<file path="src/rtl/multi_servo_pwm_controller.sv">
// Multi-channel hobby-servo PWM generator: one shared frame timer, per-channel
// shadow/active position registers committed together at each frame start.
`timescale 1ns/1ps
module multi_servo_pwm_controller #(
  parameter int C_NUM_CH     = 3,
  parameter int C_PWM_SIZE   = 8,
  parameter int C_CLK_FREQ   = 100,
  parameter int C_PWM_MAX_IN = 200,
  parameter int C_MIN_US     = 500,
  parameter int C_SPAN_US    = 2000,
  parameter int C_FRAME_US   = 20000
) (
  input  logic                                          CLK,
  input  logic                                          RST,
  input  logic                                          EN,
  input  logic [C_NUM_CH-1:0]                           CH_EN,
  input  logic                                          WR_VALID,
  output logic                                          WR_READY,
  input  logic [((C_NUM_CH > 1) ? $clog2(C_NUM_CH) : 1)-1:0] WR_CH,
  input  logic [C_PWM_SIZE-1:0]                         WR_DATA,
  output logic                                          WR_ERR,
  output logic                                          FRAME_START,
  output logic [C_NUM_CH-1:0]                           PWM_OUT
);

  localparam int N_HEAD  = C_MIN_US * C_CLK_FREQ;
  localparam int N_STEP  = C_SPAN_US * C_CLK_FREQ / C_PWM_MAX_IN;
  localparam int N_SPAN  = C_PWM_MAX_IN * N_STEP;
  localparam int N_FRAME = C_FRAME_US * C_CLK_FREQ;
  localparam int N_TAIL  = N_FRAME - 1 - N_HEAD - N_SPAN;
  localparam int CNT_W   = $clog2(N_FRAME);
  localparam int STEP_W  = (N_STEP > 1) ? $clog2(N_STEP) : 1;

  localparam logic [CNT_W-1:0]      HEAD_LAST = CNT_W'(N_HEAD - 1);
  localparam logic [CNT_W-1:0]      TAIL_LAST = CNT_W'(N_TAIL - 1);
  localparam logic [STEP_W-1:0]     STEP_LAST = STEP_W'(N_STEP - 1);
  localparam logic [C_PWM_SIZE-1:0] MAX_POS   = C_PWM_SIZE'(C_PWM_MAX_IN);
  localparam logic [C_PWM_SIZE-1:0] IDX_LAST  = C_PWM_SIZE'(C_PWM_MAX_IN - 1);

  typedef enum logic [2:0] {IDLE, COMMIT, HEAD, SPAN, TAIL} state_t;

  state_t                state, state_nxt;
  logic [CNT_W-1:0]      cnt, cnt_nxt;
  logic [STEP_W-1:0]     step, step_nxt;
  logic [C_PWM_SIZE-1:0] idx, idx_nxt;
  logic [C_PWM_SIZE-1:0] shadow [C_NUM_CH];
  logic [C_PWM_SIZE-1:0] active [C_NUM_CH];
  logic [C_NUM_CH-1:0]   active_en, en_nxt, pwm_nxt;
  logic                  wr_accept, wr_bad;

  function automatic logic [C_PWM_SIZE-1:0] clamp_pos(input logic [C_PWM_SIZE-1:0] v);
    return (v > MAX_POS) ? MAX_POS : v;
  endfunction

  assign wr_accept = WR_VALID && WR_READY;
  assign wr_bad    = (32'(WR_CH) >= C_NUM_CH);

  always_comb begin
    state_nxt = state;
    cnt_nxt   = '0;
    step_nxt  = '0;
    idx_nxt   = '0;
    case (state)
      IDLE:   if (EN) state_nxt = COMMIT;
      COMMIT: state_nxt = HEAD;
      HEAD: begin
        if (cnt == HEAD_LAST) state_nxt = SPAN;
        else cnt_nxt = cnt + 1'b1;
      end
      SPAN: begin
        if (step == STEP_LAST) begin
          if (idx == IDX_LAST) state_nxt = TAIL;
          else idx_nxt = idx + 1'b1;
        end else begin
          step_nxt = step + 1'b1;
          idx_nxt  = idx;
        end
      end
      TAIL: begin
        if (cnt == TAIL_LAST) state_nxt = EN ? COMMIT : IDLE;
        else cnt_nxt = cnt + 1'b1;
      end
      default: state_nxt = IDLE;
    endcase
  end

  // Outputs are registered, so they are computed from the state being entered;
  // the enables latched at COMMIT are taken straight from CH_EN on that edge.
  always_comb begin
    en_nxt  = (state == COMMIT) ? CH_EN : active_en;
    pwm_nxt = '0;
    for (int i = 0; i < C_NUM_CH; i++) begin
      case (state_nxt)
        HEAD:    pwm_nxt[i] = en_nxt[i];
        SPAN:    pwm_nxt[i] = active_en[i] && (idx_nxt < active[i]);
        default: pwm_nxt[i] = 1'b0;
      endcase
    end
  end

  always_ff @(posedge CLK or posedge RST) begin
    if (RST) begin
      state       <= IDLE;
      cnt         <= '0;
      step        <= '0;
      idx         <= '0;
      active_en   <= '0;
      shadow      <= '{default: '0};
      active      <= '{default: '0};
      PWM_OUT     <= '0;
      FRAME_START <= 1'b0;
      WR_READY    <= 1'b0;
      WR_ERR      <= 1'b0;
    end else begin
      state       <= state_nxt;
      cnt         <= cnt_nxt;
      step        <= step_nxt;
      idx         <= idx_nxt;
      PWM_OUT     <= pwm_nxt;
      FRAME_START <= (state_nxt == COMMIT);
      WR_READY    <= (state_nxt != COMMIT);
      WR_ERR      <= wr_accept && wr_bad;
      for (int i = 0; i < C_NUM_CH; i++) begin
        if (wr_accept && (32'(WR_CH) == i)) shadow[i] <= clamp_pos(WR_DATA);
      end
      // WR_READY is low during COMMIT, so shadow is stable while it is copied.
      if (state == COMMIT) begin
        active    <= shadow;
        active_en <= CH_EN;
      end
    end
  end

endmodule

</file>
<file path="config.mk">
export PLATFORM = sky130hd
export DESIGN_NAME = multi_servo_pwm_controller
export DESIGN_NICKNAME = d
export VERILOG_FILES = /design/src/rtl/multi_servo_pwm_controller.sv
export SDC_FILE = /design/constraint.sdc
export NUM_CORES = 1
export LEC_CHECK = 0
export CAP_MARGIN = 0
export CORE_ASPECT_RATIO = 0.6
export CORE_MARGIN = 2
export CORE_UTILIZATION = 56
export CTS_BUF_LIST = sky130_fd_sc_hd__clkbuf_2 sky130_fd_sc_hd__clkbuf_4 sky130_fd_sc_hd__clkbuf_8
export CTS_CLUSTER_SIZE = 10
export DETAILED_ROUTE_END_ITERATION = 7
export PLACE_DENSITY = 0.78
export SKIP_CTS_REPAIR_TIMING = 1
export SYNTH_ARGS = -nofsm -noshare
export SYNTH_HDL_FRONTEND = slang
export SYNTH_SLANG_ARGS = --single-unit
</file>
<file path="constraint.sdc">
create_clock -name CLK -period 2.9 [get_ports CLK]
set_clock_uncertainty 0.05 [all_clocks]
set_input_delay 0.435 -clock CLK [delete_from_list [all_inputs] [get_ports CLK]]
set_output_delay 0.435 -clock CLK [all_outputs]
set_load 0.005 [all_outputs]
</file>
; Word-level counts from Yosys, hierarchy flattened
; Cells that the tools add are included.
[totals]
reg_bits = 99
inputBits = 17
out_inout_bits = 6
elab_cells = 67
[op_classes]
add_sub_neg = 3
magnitude_cmp = 5
n_eq_ne = 14
n_mux = 20
n_reduce_logical = 10
[op_table]
columns = operator, n
row1 = 21-bit 2-to-1 mux, 2
row2 = 21-bit case mux with 2 select lines, 1
row3 = 8-bit 2-to-1 mux, 4
row4 = 8-bit < comparator, 3
row5 = 21-bit by 1-bit adder with 21-bit output (second input constant), 1
row6 = 21-bit by 16-bit equality test with 1-bit output (second input constant), 1
row7 = 21-bit equality test (second input constant), 1
row8 = 10-bit 2-to-1 mux, 2
row9 = 3-bit 2-to-1 mux, 6
row10 = 3-bit case mux with 5 select lines, 1
row11 = 3-bit by 2-bit equality test with 1-bit output (second input constant), 4
row12 = 10-bit by 1-bit adder with 10-bit output (second input constant), 1
row13 = 10-bit equality test (second input constant), 1
row14 = 8-bit by 1-bit adder with 8-bit output (second input constant), 1
row15 = 8-bit equality test (second input constant), 1
row16 = 8-bit > comparator (second input constant), 1
row17 = 1-bit logical AND, 8
row18 = 3-bit by 1-bit equality test with 1-bit output (second input constant), 2
row19 = 1-bit case mux with 2 select lines, 3
row20 = 3-bit equality test (second input constant), 1
row21 = 3-bit logical NOT, 1
row22 = 3-bit by 1-bit != test with 1-bit output (second input constant), 1
row23 = 2-bit by 1-bit equality test with 1-bit output (second input constant), 1
row24 = 2-bit equality test (second input constant), 1
row25 = 3 further kinds, 3

; Longest topological paths before layout
[depth]
depth_word = 7
mapped_depth = 13
mapped_depth_nobuf = 13

; Worst setup path after synthesis
; OpenSTA, ideal clock, no wires.
[synth_timing]
path_kind = register to register
from = register step[0]
to = register PWM_OUT[1]
setup_ps = 82
arrival_ps = 2625
required_ps = 2768
slack_ps = 142
stages_incl_launch_ff = 13
path_buffers = 0
period_less_slack_ps = 2758
cell_sequence = dfrtp_1 -> ha_1 -> nand2_1 -> nor4_2 -> nand4_1 -> or3_1 -> a21oi_1 -> ha_1 -> a21oi_1 -> nor2b_1 -> a41oi_1 -> nand4b_1 -> o22ai_1
[synth_via]
elab_chain_len = 6
elab_cells_between_ends = 10
cone_classes = order compare (1) / eq/ne (3) / mux (5) / reduce/logical (1)
[synth_lines]
columns = element, line
row1 = start: declaration, 44  ; logic [STEP_W-1:0] step, step_nxt;
row2 = start signal: assignment, 117  ; step <= step_nxt;
row3 = 10-bit equality test, 71  ; if (step == STEP_LAST) begin
row4 = 8-bit 2-to-1 mux, 71
row5 = 8-bit 2-to-1 mux, 63  ; case (state)
row6 = via idx_nxt[6], 45  ; logic [C_PWM_SIZE-1:0] idx, idx_nxt;
row7 = 8-bit < comparator, 95  ; SPAN: pwm_nxt[i] = active_en[i] && (idx_nxt < active[i]);
row8 = 1-bit logical AND, 95
row9 = 1-bit case mux with 2 select lines, 93  ; case (state_nxt)
row10 = via pwm_nxt[1], 48  ; logic [C_NUM_CH-1:0] active_en, en_nxt, pwm_nxt;
row11 = end signal: assignment, 119  ; PWM_OUT <= pwm_nxt;
row12 = end: declaration, 23  ; output logic [C_NUM_CH-1:0] PWM_OUT
; The timed path passes the listed nets, and every way through them passes these cells.
; A chain may end at the register's enable or synchronous reset.

; Final worst setup path
[layout_timing]
from = register step[0]
to = register PWM_OUT[0]
; The elaborated chain is that of the path after synthesis.

==> impl_metrics.json <==
{
  "cts_tree": "built",
  "vias": 3545,
  "maxCapViolCount": 0,
  "violations": "setup timing",
  "critPathSlowestCell": "or3_4",
  "setup_slack_ps": -17.9,
  "grt-ovfl-total": 0,
  "grt_max_degree": 100,
  "diodes": 0,
  "nFillCells": 618,
  "slew_violations": 0,
  "syn-num-nets": 522,
  "htreeDepth": 3,
  "placedInstanceArea_sq_mm": 0.00523,
  "path_class": "reg2reg",
  "final_layout_size_suffix_gt1_frac": 0.145,
  "synth-edff-count": 0,
  "die_w_um": 123,
  "switchingPower_uw": 984,
  "cp-start-kind": "flip-flop",
  "place_congestion": 0.901,
  "irDropWorstVdd_mv": 0.299,
  "busiest_layer": "met2",
  "p_sw_frac": 0.294,
  "drc": 0,
  "comb_power_share": 0.199,
  "avgSynthCellArea_sq_um": 9.98,
  "synth_xor_area_frac": 0.0585,
  "p_total_uw": 3350,
  "period_minus_slack_ps": 2920,
  "drt_iter0_markers": 281,
  "max_stage_delay_ps": 420,
  "grt_util_met1": 0.349,
  "syn_area_sq_mm": 0.00479,
  "core_region_area_sq_mm": 0.00839,
  "setup_viol": 1,
  "synth_top_family_by_area": "simple AND/OR/NAND/NOR gates",
  "ys_ff_latch": 99,
  "vias_per_cell": 5.58,
  "synth-simple-area-share": 0.194,
  "first_pass_iters": 4,
  "gr-usage-met2": 0.357,
  "track_usage": 0.237,
  "ff2ff_path_depth": 12,
  "fin_area_sq_mm": 0.00561,
  "port-buffer-count": 22,
  "worst_setup_path_end_kind": "flip-flop",
  "die_h_um": 75.6,
  "dp_hpwl_um": 7590,
  "p_leak_uw": 0.00251,
  "critPathMaxFanout": 4,
  "multi_input_area_sq_mm": 0.00223,
  "power.internal_uw": 2360,
  "use_met3": 0.0576,
  "critPathBufInv": 1,
  "critPathArrivalTime_ps": 3160,
  "cp_cell_sequence": "ha_2 > nand2_2 > nor4_4 > nand4_1 > or3_4 > a21oi_4 > buf_4 > ha_1 > a21o_1 > nand2_1 > nand4b_1 > o22ai_2",
  "hold_path.class": "reg2reg",
  "required_ps": 3140,
  "muxShareOfSynthArea": 0.0259,
  "ctsLongestPathBuffers": 2,
  "mostFrequentLayoutCells": "dfrtp_1, nand2_1, o21ai_0",
  "wl_per_cell_um": 16.7,
  "synth_cell_types": 47,
  "register_area_sq_mm": 0.00248,
  "path_clk_slew_ps": 100,
  "fmax_mhz": 343,
  "antenna_found_initial": 0,
  "ctsRootBufferMaster": "clkbuf_8",
  "finalCritPeriodShare": 1.01,
  "grt_pass1_wl_um": 16600,
  "clk_latency_ps": 370,
  "p_seq_frac": 0.499,
  "syn2layout_area_growth_pct": 17.2,
  "fin_nets": 560,
  "min_path_cells": 2,
  "routed_wl_um": 10600,
  "synth_fa_ha_area_frac": 0.0653,
  "num_rows": 26,
  "layout.cells.most_common": "dfrtp_1",
  "rrSetupSlack_ps": -20,
  "grt_pass1_vias": 3382,
  "rsz0062_at_grt": "true",
  "synthCells": 480,
  "io_pins": 23,
  "synth_compound_area_frac": 0.0988,
  "numCtsBuffers": 9,
  "synth_flop_cell": "dfrtp_1",
  "ant_nets": 0,
  "clkSinkCount": 99,
  "async_flop_share": 1.00,
  "start_util": 0.571,
  "cp.depth": 12,
  "hold_violations": 0,
  "max-slew-margin-rel": 0.402,
  "tightest_slew_ps": 889,
  "clkPwrFrac": 0.303,
  "yosysWarnings": 0,
  "power.density_mw_per_mm2": 596,
  "yosysSeqAreaShare": 0.517,
  "outcome": "finished, violations left",
  "crit_family": "simple AND/OR/NAND/NOR gates",
  "dieArea_sq_mm": 0.00933
}
==> cell type report <==
class / instances / share of cell area
clock buffer: 10 / 0.0245
tap: 112 / 0.0250
timing repair buffer: 42 / 0.0705
inverter: 34 / 0.0234
clock inverter: 6 / 0.0172
sequential: 99 / 0.441
multi-input combinational: 332 / 0.398
==> cell families after synthesis <==
| family | after synthesis |
|---|---|
| flops | 99 |
| fa+ha+maj | 25 |
| compound gates | 78 |
| simple gates | 186 |
| buf+inv | 49 |
| mux | 11 |
| xor+xnor | 32 |
==> synthesized netlist by cell type (2+ instances only) <==
| library cell | n | area (sq um) |
|---|---|---|
| a41oi_1 | 2 | 17.5 |
| o21a_1 | 3 | 22.5 |
| and4_1 | 4 | 35.0 |
| nand2_1 | 69 | 259 |
| xor2_1 | 21 | 184 |
| mux2_2 | 11 | 124 |
| o22ai_1 | 3 | 18.8 |
| nor4_1 | 3 | 18.8 |
| xnor2_1 | 11 | 96.3 |
| inv_1 | 34 | 128 |
| a211oi_1 | 3 | 22.5 |
| nand4_1 | 8 | 50.1 |
| nor2b_1 | 4 | 25.0 |
| a21o_1 | 2 | 15.0 |
| nand3_1 | 18 | 90.1 |
| nor4bb_1 | 2 | 20.0 |
| nand4b_1 | 3 | 26.3 |
| dfrtp_1 | 99 | 2480 |
| o21ai_0 | 49 | 245 |
| ha_1 | 25 | 313 |
| nand2b_1 | 3 | 18.8 |
| buf_4 | 2 | 15.0 |
| and3_1 | 10 | 62.6 |
| or3_1 | 3 | 18.8 |
| clkbuf_1 | 11 | 41.3 |
| nand3b_1 | 2 | 15.0 |
| a21oi_1 | 9 | 45.0 |
| nor2_1 | 47 | 176 |
==> worst min-delay path: stages (launching register included) <==
cell     delay, ps
dfrtp_1        350
nand2_1         50
o21ai_0         60
==> flip-flops by register name, summed over array words and instances, names as in the netlist <==
register and flops:
active 24, idx 8, FRAME_START 1, cnt 21
state 3, shadow 24, WR_ERR 1, step 10
active_en 3, PWM_OUT 3, WR_READY 1
==> worst paths after layout <==
check / startpoint / end
max: step[0] / PWM_OUT[0]
min: shadow[5] / shadow[5]
max reg2reg: step[0] / PWM_OUT[0]
min reg2reg: shadow[5] / shadow[5]
max in group asynchronous: RST / cnt[11]
min in group asynchronous: RST / step[8]
==> through the flow <==
step	std cells	hold WS (ps)	setup slack (ps)	utilization	setup TNS (ps)
after detailed placement	616	422	-62.5	0.623	-121
final	635	439	-17.9	0.669	-17.9
after global placement	616	409	109	0.623	0
after floorplan	480	394	142	-	0
after global routing	635	473	-168	0.669	-432
after CTS	632	445	-129	0.651	-349
==> power by group through the flow <==
stage,logic [uW],clock network [uW],registers [uW]
final,665,1010,1670
after CTS,618,1040,1660
after global placement,576,0,1680
after detailed placement,613,0,1690
after global routing,741,1090,1690
after floorplan,409,0,1660
==> metal layers <==
metal  vias to the layer above  wire (um)  part of all wire
met3                        11        439             0.041
met5                         -          0                 0
met4                         0        101            0.0095
met2                        66       4830              0.46
li1                       1707          -                 -
met1                      1761       5230              0.49
Note: power is estimated with default switching activity, not from simulation.
